File: src/rtl/Decoders.sv
// Shared ALU operation/shift codes plus the command-issuer state and error
// encodings and the header check.
package Decoders;

  typedef enum logic [1:0] {
    ADD = 2'b00,
    SUB = 2'b01,
    AND = 2'b10,
    OR  = 2'b11
  } OP_t;

  typedef enum logic [1:0] {
    No_Shift    = 2'b00,
    Shift_Right = 2'b01,
    Shift_Left  = 2'b10,
    Shift_Rsvd  = 2'b11
  } SH_t;

  typedef enum logic [2:0] {
    HDR   = 3'd0,
    OPA   = 3'd1,
    OPB   = 3'd2,
    ISSUE = 3'd3,
    WAIT  = 3'd4,
    RESP  = 3'd5
  } CmdState_t;

  localparam logic [1:0] HDR_SYNC    = 2'b10;
  localparam logic [1:0] ERR_NONE    = 2'b00;
  localparam logic [1:0] ERR_HDR     = 2'b01;
  localparam logic [1:0] ERR_TIMEOUT = 2'b10;

  // Header is [7:6] sync, [5:4] op, [3:2] sh, [1:0] zero; sh=11 is reserved.
  function automatic logic hdr_valid(input logic [7:0] b);
    return (b[7:6] == HDR_SYNC) && (b[3:2] != 2'b11) && (b[1:0] == 2'b00);
  endfunction

endpackage

File: src/rtl/alu_cmd_timeout.sv
// Wait-cycle counter for the ALU handshake: clear, load and count-enable,
// with a flag on the final allowed cycle.
module alu_cmd_timeout #(
  parameter int TIMEOUT = 64
) (
  input  logic                     clk,
  input  logic                     rst,
  input  logic                     clr,
  input  logic                     load,
  input  logic [$clog2(TIMEOUT):0] load_val,
  input  logic                     en,
  output logic                     expired
);

  localparam int CW = $clog2(TIMEOUT) + 1;
  localparam logic [CW-1:0] LAST = CW'(TIMEOUT - 1);

  logic [CW-1:0] count;

  // Clear has priority over load, load over counting.
  always_ff @(posedge clk or posedge rst) begin
    if (rst)       count <= '0;
    else if (clr)  count <= '0;
    else if (load) count <= load_val;
    else if (en)   count <= count + CW'(1);
  end

  assign expired = (count == LAST);

endmodule

File: src/rtl/alu_cmd_issuer.sv
// Byte-serial command front end for the ALU: header/A/B in, one start pulse
// out, bounded wait for done, result out on a valid/ready handshake.
module alu_cmd_issuer
  import Decoders::*;
#(
  parameter int WIDTH   = 8,
  parameter int TIMEOUT = 64
) (
  input  logic             clk,
  input  logic             rst,
  input  logic [7:0]       in_data,
  input  logic             in_valid,
  output logic             in_ready,
  output OP_t              alu_op,
  output SH_t              alu_sh,
  output logic [WIDTH-1:0] alu_a,
  output logic [WIDTH-1:0] alu_b,
  output logic             alu_start,
  input  logic             alu_done,
  input  logic [WIDTH-1:0] alu_result,
  output logic [WIDTH-1:0] res_data,
  output logic             res_valid,
  input  logic             res_ready,
  output logic [1:0]       err
);

  localparam int CW = $clog2(TIMEOUT) + 1;

  CmdState_t state;
  logic      expired;
  logic      accept;

  assign accept = in_valid && in_ready;

  // The ISSUE cycle counts as the first waited cycle, so the timeout error
  // lands exactly TIMEOUT cycles after alu_start.
  alu_cmd_timeout #(
    .TIMEOUT (TIMEOUT)
  ) u_timeout (
    .clk      (clk),
    .rst      (rst),
    .clr      (state == HDR),
    .load     (state == ISSUE),
    .load_val (CW'(1)),
    .en       (state == WAIT),
    .expired  (expired)
  );

  // Command FSM with all outputs registered; pulses default low each cycle.
  always_ff @(posedge clk or posedge rst) begin
    if (rst) begin
      state     <= HDR;
      in_ready  <= 1'b0;
      alu_start <= 1'b0;
      res_valid <= 1'b0;
      err       <= ERR_NONE;
      alu_op    <= ADD;
      alu_sh    <= No_Shift;
      alu_a     <= '0;
      alu_b     <= '0;
      res_data  <= '0;
    end else begin
      alu_start <= 1'b0;
      err       <= ERR_NONE;
      case (state)
        HDR: begin
          in_ready <= 1'b1;
          if (accept) begin
            if (hdr_valid(in_data)) begin
              alu_op <= OP_t'(in_data[5:4]);
              alu_sh <= SH_t'(in_data[3:2]);
              state  <= OPA;
            end else begin
              err <= ERR_HDR;
            end
          end
        end
        OPA: begin
          if (accept) begin
            alu_a <= WIDTH'(in_data);
            state <= OPB;
          end
        end
        OPB: begin
          if (accept) begin
            alu_b     <= WIDTH'(in_data);
            alu_start <= 1'b1;
            in_ready  <= 1'b0;
            state     <= ISSUE;
          end
        end
        ISSUE: begin
          state <= WAIT;
        end
        WAIT: begin
          // A done on the last allowed cycle still counts as success.
          if (alu_done) begin
            res_data  <= alu_result;
            res_valid <= 1'b1;
            state     <= RESP;
          end else if (expired) begin
            err      <= ERR_TIMEOUT;
            in_ready <= 1'b1;
            state    <= HDR;
          end
        end
        RESP: begin
          if (res_ready) begin
            res_valid <= 1'b0;
            in_ready  <= 1'b1;
            state     <= HDR;
          end
        end
        default: begin
          in_ready <= 1'b1;
          state    <= HDR;
        end
      endcase
    end
  end

endmodule

File: config.mk
export PLATFORM = sky130hd
export DESIGN_NAME = alu_cmd_issuer
export DESIGN_NICKNAME = d
export VERILOG_FILES = /design/src/rtl/Decoders.sv /design/src/rtl/alu_cmd_timeout.sv /design/src/rtl/alu_cmd_issuer.sv
export SDC_FILE = /design/constraint.sdc
export NUM_CORES = 1
export LEC_CHECK = 0
export ABC_AREA = 1
export BUFFER_PORTS_ARGS = -buffer_cell sky130_fd_sc_hd__buf_2
export CAP_MARGIN = 20
export CORE_MARGIN = 2
export CORE_UTILIZATION = 38
export DETAILED_ROUTE_END_ITERATION = 8
export PLACE_DENSITY = 0.63
export SYNTH_ARGS = -nofsm -noshare
export SYNTH_HDL_FRONTEND = slang
export SYNTH_SLANG_ARGS = --single-unit
File: constraint.sdc
create_clock -name clk -period 1.2 [get_ports clk]
set_input_delay 0.24 -clock clk [delete_from_list [all_inputs] [get_ports clk]]
set_output_delay 0.24 -clock clk [all_outputs]
set_load 0.05 [all_outputs]
==> summary.txt <==
Worst setup path
  • Maximum fanout along the worst path: 6
  • Critical Path Source Type: flip-flop
  • Required @ worst endpoint: 1.39 ns
  • CP cell instances: nor2_4 > nand2_1 > nor2_2 > nor2_2 > buf_4 > nand4_1 > nand2_1
  • CP delay by family, top: simple AND/OR/NAND/NOR gates
  • Crit path DAT: 1.55 ns
  • Critical Setup Path Class: reg -> reg
  • Max incr delay on CP: 0.49 ns
  • Endpoint type of the worst setup path: flip-flop
  • Worst path bufs/invs: 1
  • Slowest CP cell: dfrtp_2

Final layout
  • Ant. Diodes: 0
  • Most frequent cells in the layout: nand2_1 (54), buf_2 (45), dfrtp_1 (40)
  • Fin cells: 386
  • Net count, final: 337
  • Final core utilization: 57.4%
  • Commonest non-fill, non-tap cell in the layout: nand2_1
  • Layout cells sized above 1: 48.1%
  • Layout area overhead: 46.4%

Synthesis
  • Seq cells post-synth: 43
  • Gate Count Post-Synth: 218
  • Yosys top cell by area: dfrtp_1
  • Synth area leaders: dfrtp_1 (54%), nand2_1 (11%), o21ai_0 (4.5%)
  • Top cell type's share of synthesized area: 54.1%
  • Syn_nets: 240
  • Yosys warns: 0
  • Register area share after synthesis: 54.1%
  • Synth Cell Area: 1990 µm²
  • Post-synthesis cell type count: 29
  • Mapped Avg Cell Area: 9.12 µm²

Timing
  • Setup TNS: -1.91 ns
  • Minimum clock period: 1.36 ns
  • Setup Skew: 0.00637 ns
  • Fin crit share: 113%
  • Max-slew headroom: 79.0%
  • Final Hold Vio Count: 0
  • PnR worst setup slack: -0.159 ns
  • Pins Over Slew Limit: 0
  • Setup repair after global routing missed its margin: yes
  • Slew of the pin with the lowest slew margin: 0.314 ns
  • Fmax: 0.736 GHz
  • Final setup violation count: 34

Floorplanning
  • Io pins: 54
  • Initial Util: 39.2%
  • Rows: 26
  • Die area: 5830 µm²
  • Chip Width: 76.3 µm
  • Total core area: 5070 µm²
  • Die Y: 76.3 µm

Detailed routing
  • Routed Antenna Nets: 0
  • First-pass DRT Iterations: 4
  • Top Layer Used: met4
  • Post-Route WL: 4680 µm
  • Via-per-instance ratio: 4.62
  • Remaining DRCs: 0
  • DR vias: 1783
  • Wire length on met2: 2330 µm
  • Wirelength per Cell: 12.1 µm
  • Metal-1 WL: 2070 µm
  • Initial drt markers: 43
  • Met3 wire length: 231 µm

Placed design
  • Placed insts: 362
  • Placer Congestion: 0.760
  • Post-place setup slack: -0.135 ns
  • Dpl hpwl: 3150 µm
  • I/O Buffers: 53

Power
  • Leakage: 1.50 nW
  • Maximum vdd drop: 1.21 mV
  • Power density cells: 2800 nW/µm²
  • Pwr Total: 0.00815 W

CTS
  • CTS Buffer Depth: 2
  • Clock Sinks: 43
  • CTS tree: done
  • Root Driver: clkbuf_8
  • H-Tree Depth: 2
  • Worst-skew pair later-pin latency: 0.30 ns
  • Clock slew at reported path FFs: 0.08 ns
  • TritonCTS Buffers: 5

GRT
  • Initial antenna violation count: 0
  • Vias in the first global route: 1656
  • Pin count of the biggest net entering global routing: 44
  • First-pass GRT wire length: 7470 µm
  • Grt ovf: 0
  • Global Route Usage Sum: 15.9%

Worst hold path
  • Worst Hold Class: in -> reg

Run status
  • Failing checks: negative setup slack
  • Status: finished with violations

Run
  • MaxCap Viol Count: 0
[layer usage]
| metal | GRT usage, % | vias up |
|---|---|---|
| met5 | 0 | - |
| met4 | 5.45 | 0 |
| met3 | 3.91 | 6 |
| met2 | 26.1 | 46 |
| met1 | 20.6 | 831 |
| li1 | - | 900 |
[cell families (layout without fill, tap and decap cells)]
| group | count (synthesis) | count (layout) | share of synthesized area (%) |
|---|---|---|---|
| buf+inv | 34 | 131 | 8.31 |
| simple gates | 104 | 105 | 25.7 |
| flops | 43 | 43 | 54.1 |
| xor+xnor | 1 | 1 | 0.441 |
| fa+ha+maj | 1 | 1 | 0.629 |
| compound gates | 35 | 35 | 10.8 |
[worst reg2reg max path: stages, from the launching register on]
cell and delay (ns):
dfrtp_2 0.49, nor2_4 0.24, nand2_1 0.12, nor2_2 0.12, nor2_2 0.06, buf_4 0.13
nand4_1 0.06, nand2_1 0.05
[flip-flops by register name, indices dropped and copies added (netlist names)]
name             count
alu_start            1
alu_a                8
alu_b                8
alu_sh               2
state                3
alu_op               2
res_data             8
u_timeout.count      7
err                  2
res_valid            1
in_ready             1
[synthesized netlist by cell type]
| cell | count |
|---|---|
| nor2_8 | 1 |
| nor2_1 | 13 |
| dfrtp_1 | 43 |
| o211ai_1 | 1 |
| buf_2 | 1 |
| inv_1 | 21 |
| o21ai_1 | 2 |
| nor2_4 | 2 |
| nor2_2 | 3 |
| a21oi_1 | 3 |
| buf_4 | 1 |
| nand4_1 | 4 |
| nand3_1 | 15 |
| buf_6 | 4 |
| nand3_2 | 2 |
| nand2_2 | 5 |
| a22o_1 | 1 |
| o21ai_2 | 8 |
| o22ai_1 | 1 |
| nor3_4 | 1 |
| o21ai_0 | 18 |
| nor4_1 | 1 |
| nand3_4 | 1 |
| a31oi_1 | 1 |
| inv_4 | 1 |
| inv_2 | 6 |
| ha_1 | 1 |
| nand2_1 | 56 |
| xnor2_1 | 1 |
[area by class of cell]
cell class | count | area (µm²)
inverter | 28 | 124
tap | 70 | 87.6
timing repair buffer | 95 | 642
fill | 476 | 2160
clock inverter | 2 | 35.0
sequential | 43 | 1080
multi-input combinational | 142 | 861
clock buffer | 6 | 82.6
[where the power goes]
part	leakage, nW	switching [W]	internal [W]
combinational	0.899	0.00311	0.00154
sequential	0.538	0.000344	0.00200
clock	0.0612	0.000489	0.000673
[metrics by stage]
step | area [µm²] | hold slack [ns]
6_report | 2910 | 0.168
4_1_cts | 2730 | 0.162
5_1_grt | 2910 | 0.157
3_5_place_dp | 2520 | 0.311
2_1_floorplan | 2010 | 0.238
3_3_place_gp | 2520 | 0.312
[repair_timing]
action | CTS | global route
buffers inserted | 4 | 11
gates resized for setup | 23 | 32
cloned | 0 | 2
endpoints found under the setup margin | 42 | 50
pin swaps | 8 | 15
endpoints found under the hold margin | 43 | 0
hold buffers | 1 | 0
[worst paths after layout]
kind	start	end	slack, ns	cells past startpoint
setup / recovery	state[2]$_DFFE_PP0P_	state[1]$_DFFE_PP0P_	-0.16	7
hold / removal	alu_result[4]	res_data[4]$_DFFE_PP0P_	0.17	3
setup reg to reg	state[2]$_DFFE_PP0P_	state[1]$_DFFE_PP0P_	-0.16	7
hold reg to reg	res_data[5]$_DFFE_PP0P_	res_data[5]$_DFFE_PP0P_	0.47	2
max in group asynchronous	rst	state[0]$_DFFE_PP0P_	0.45	4
min in group asynchronous	rst	alu_sh[1]$_DFFE_PP0P_	0.52	4
Power figures use the tool's default switching activity.
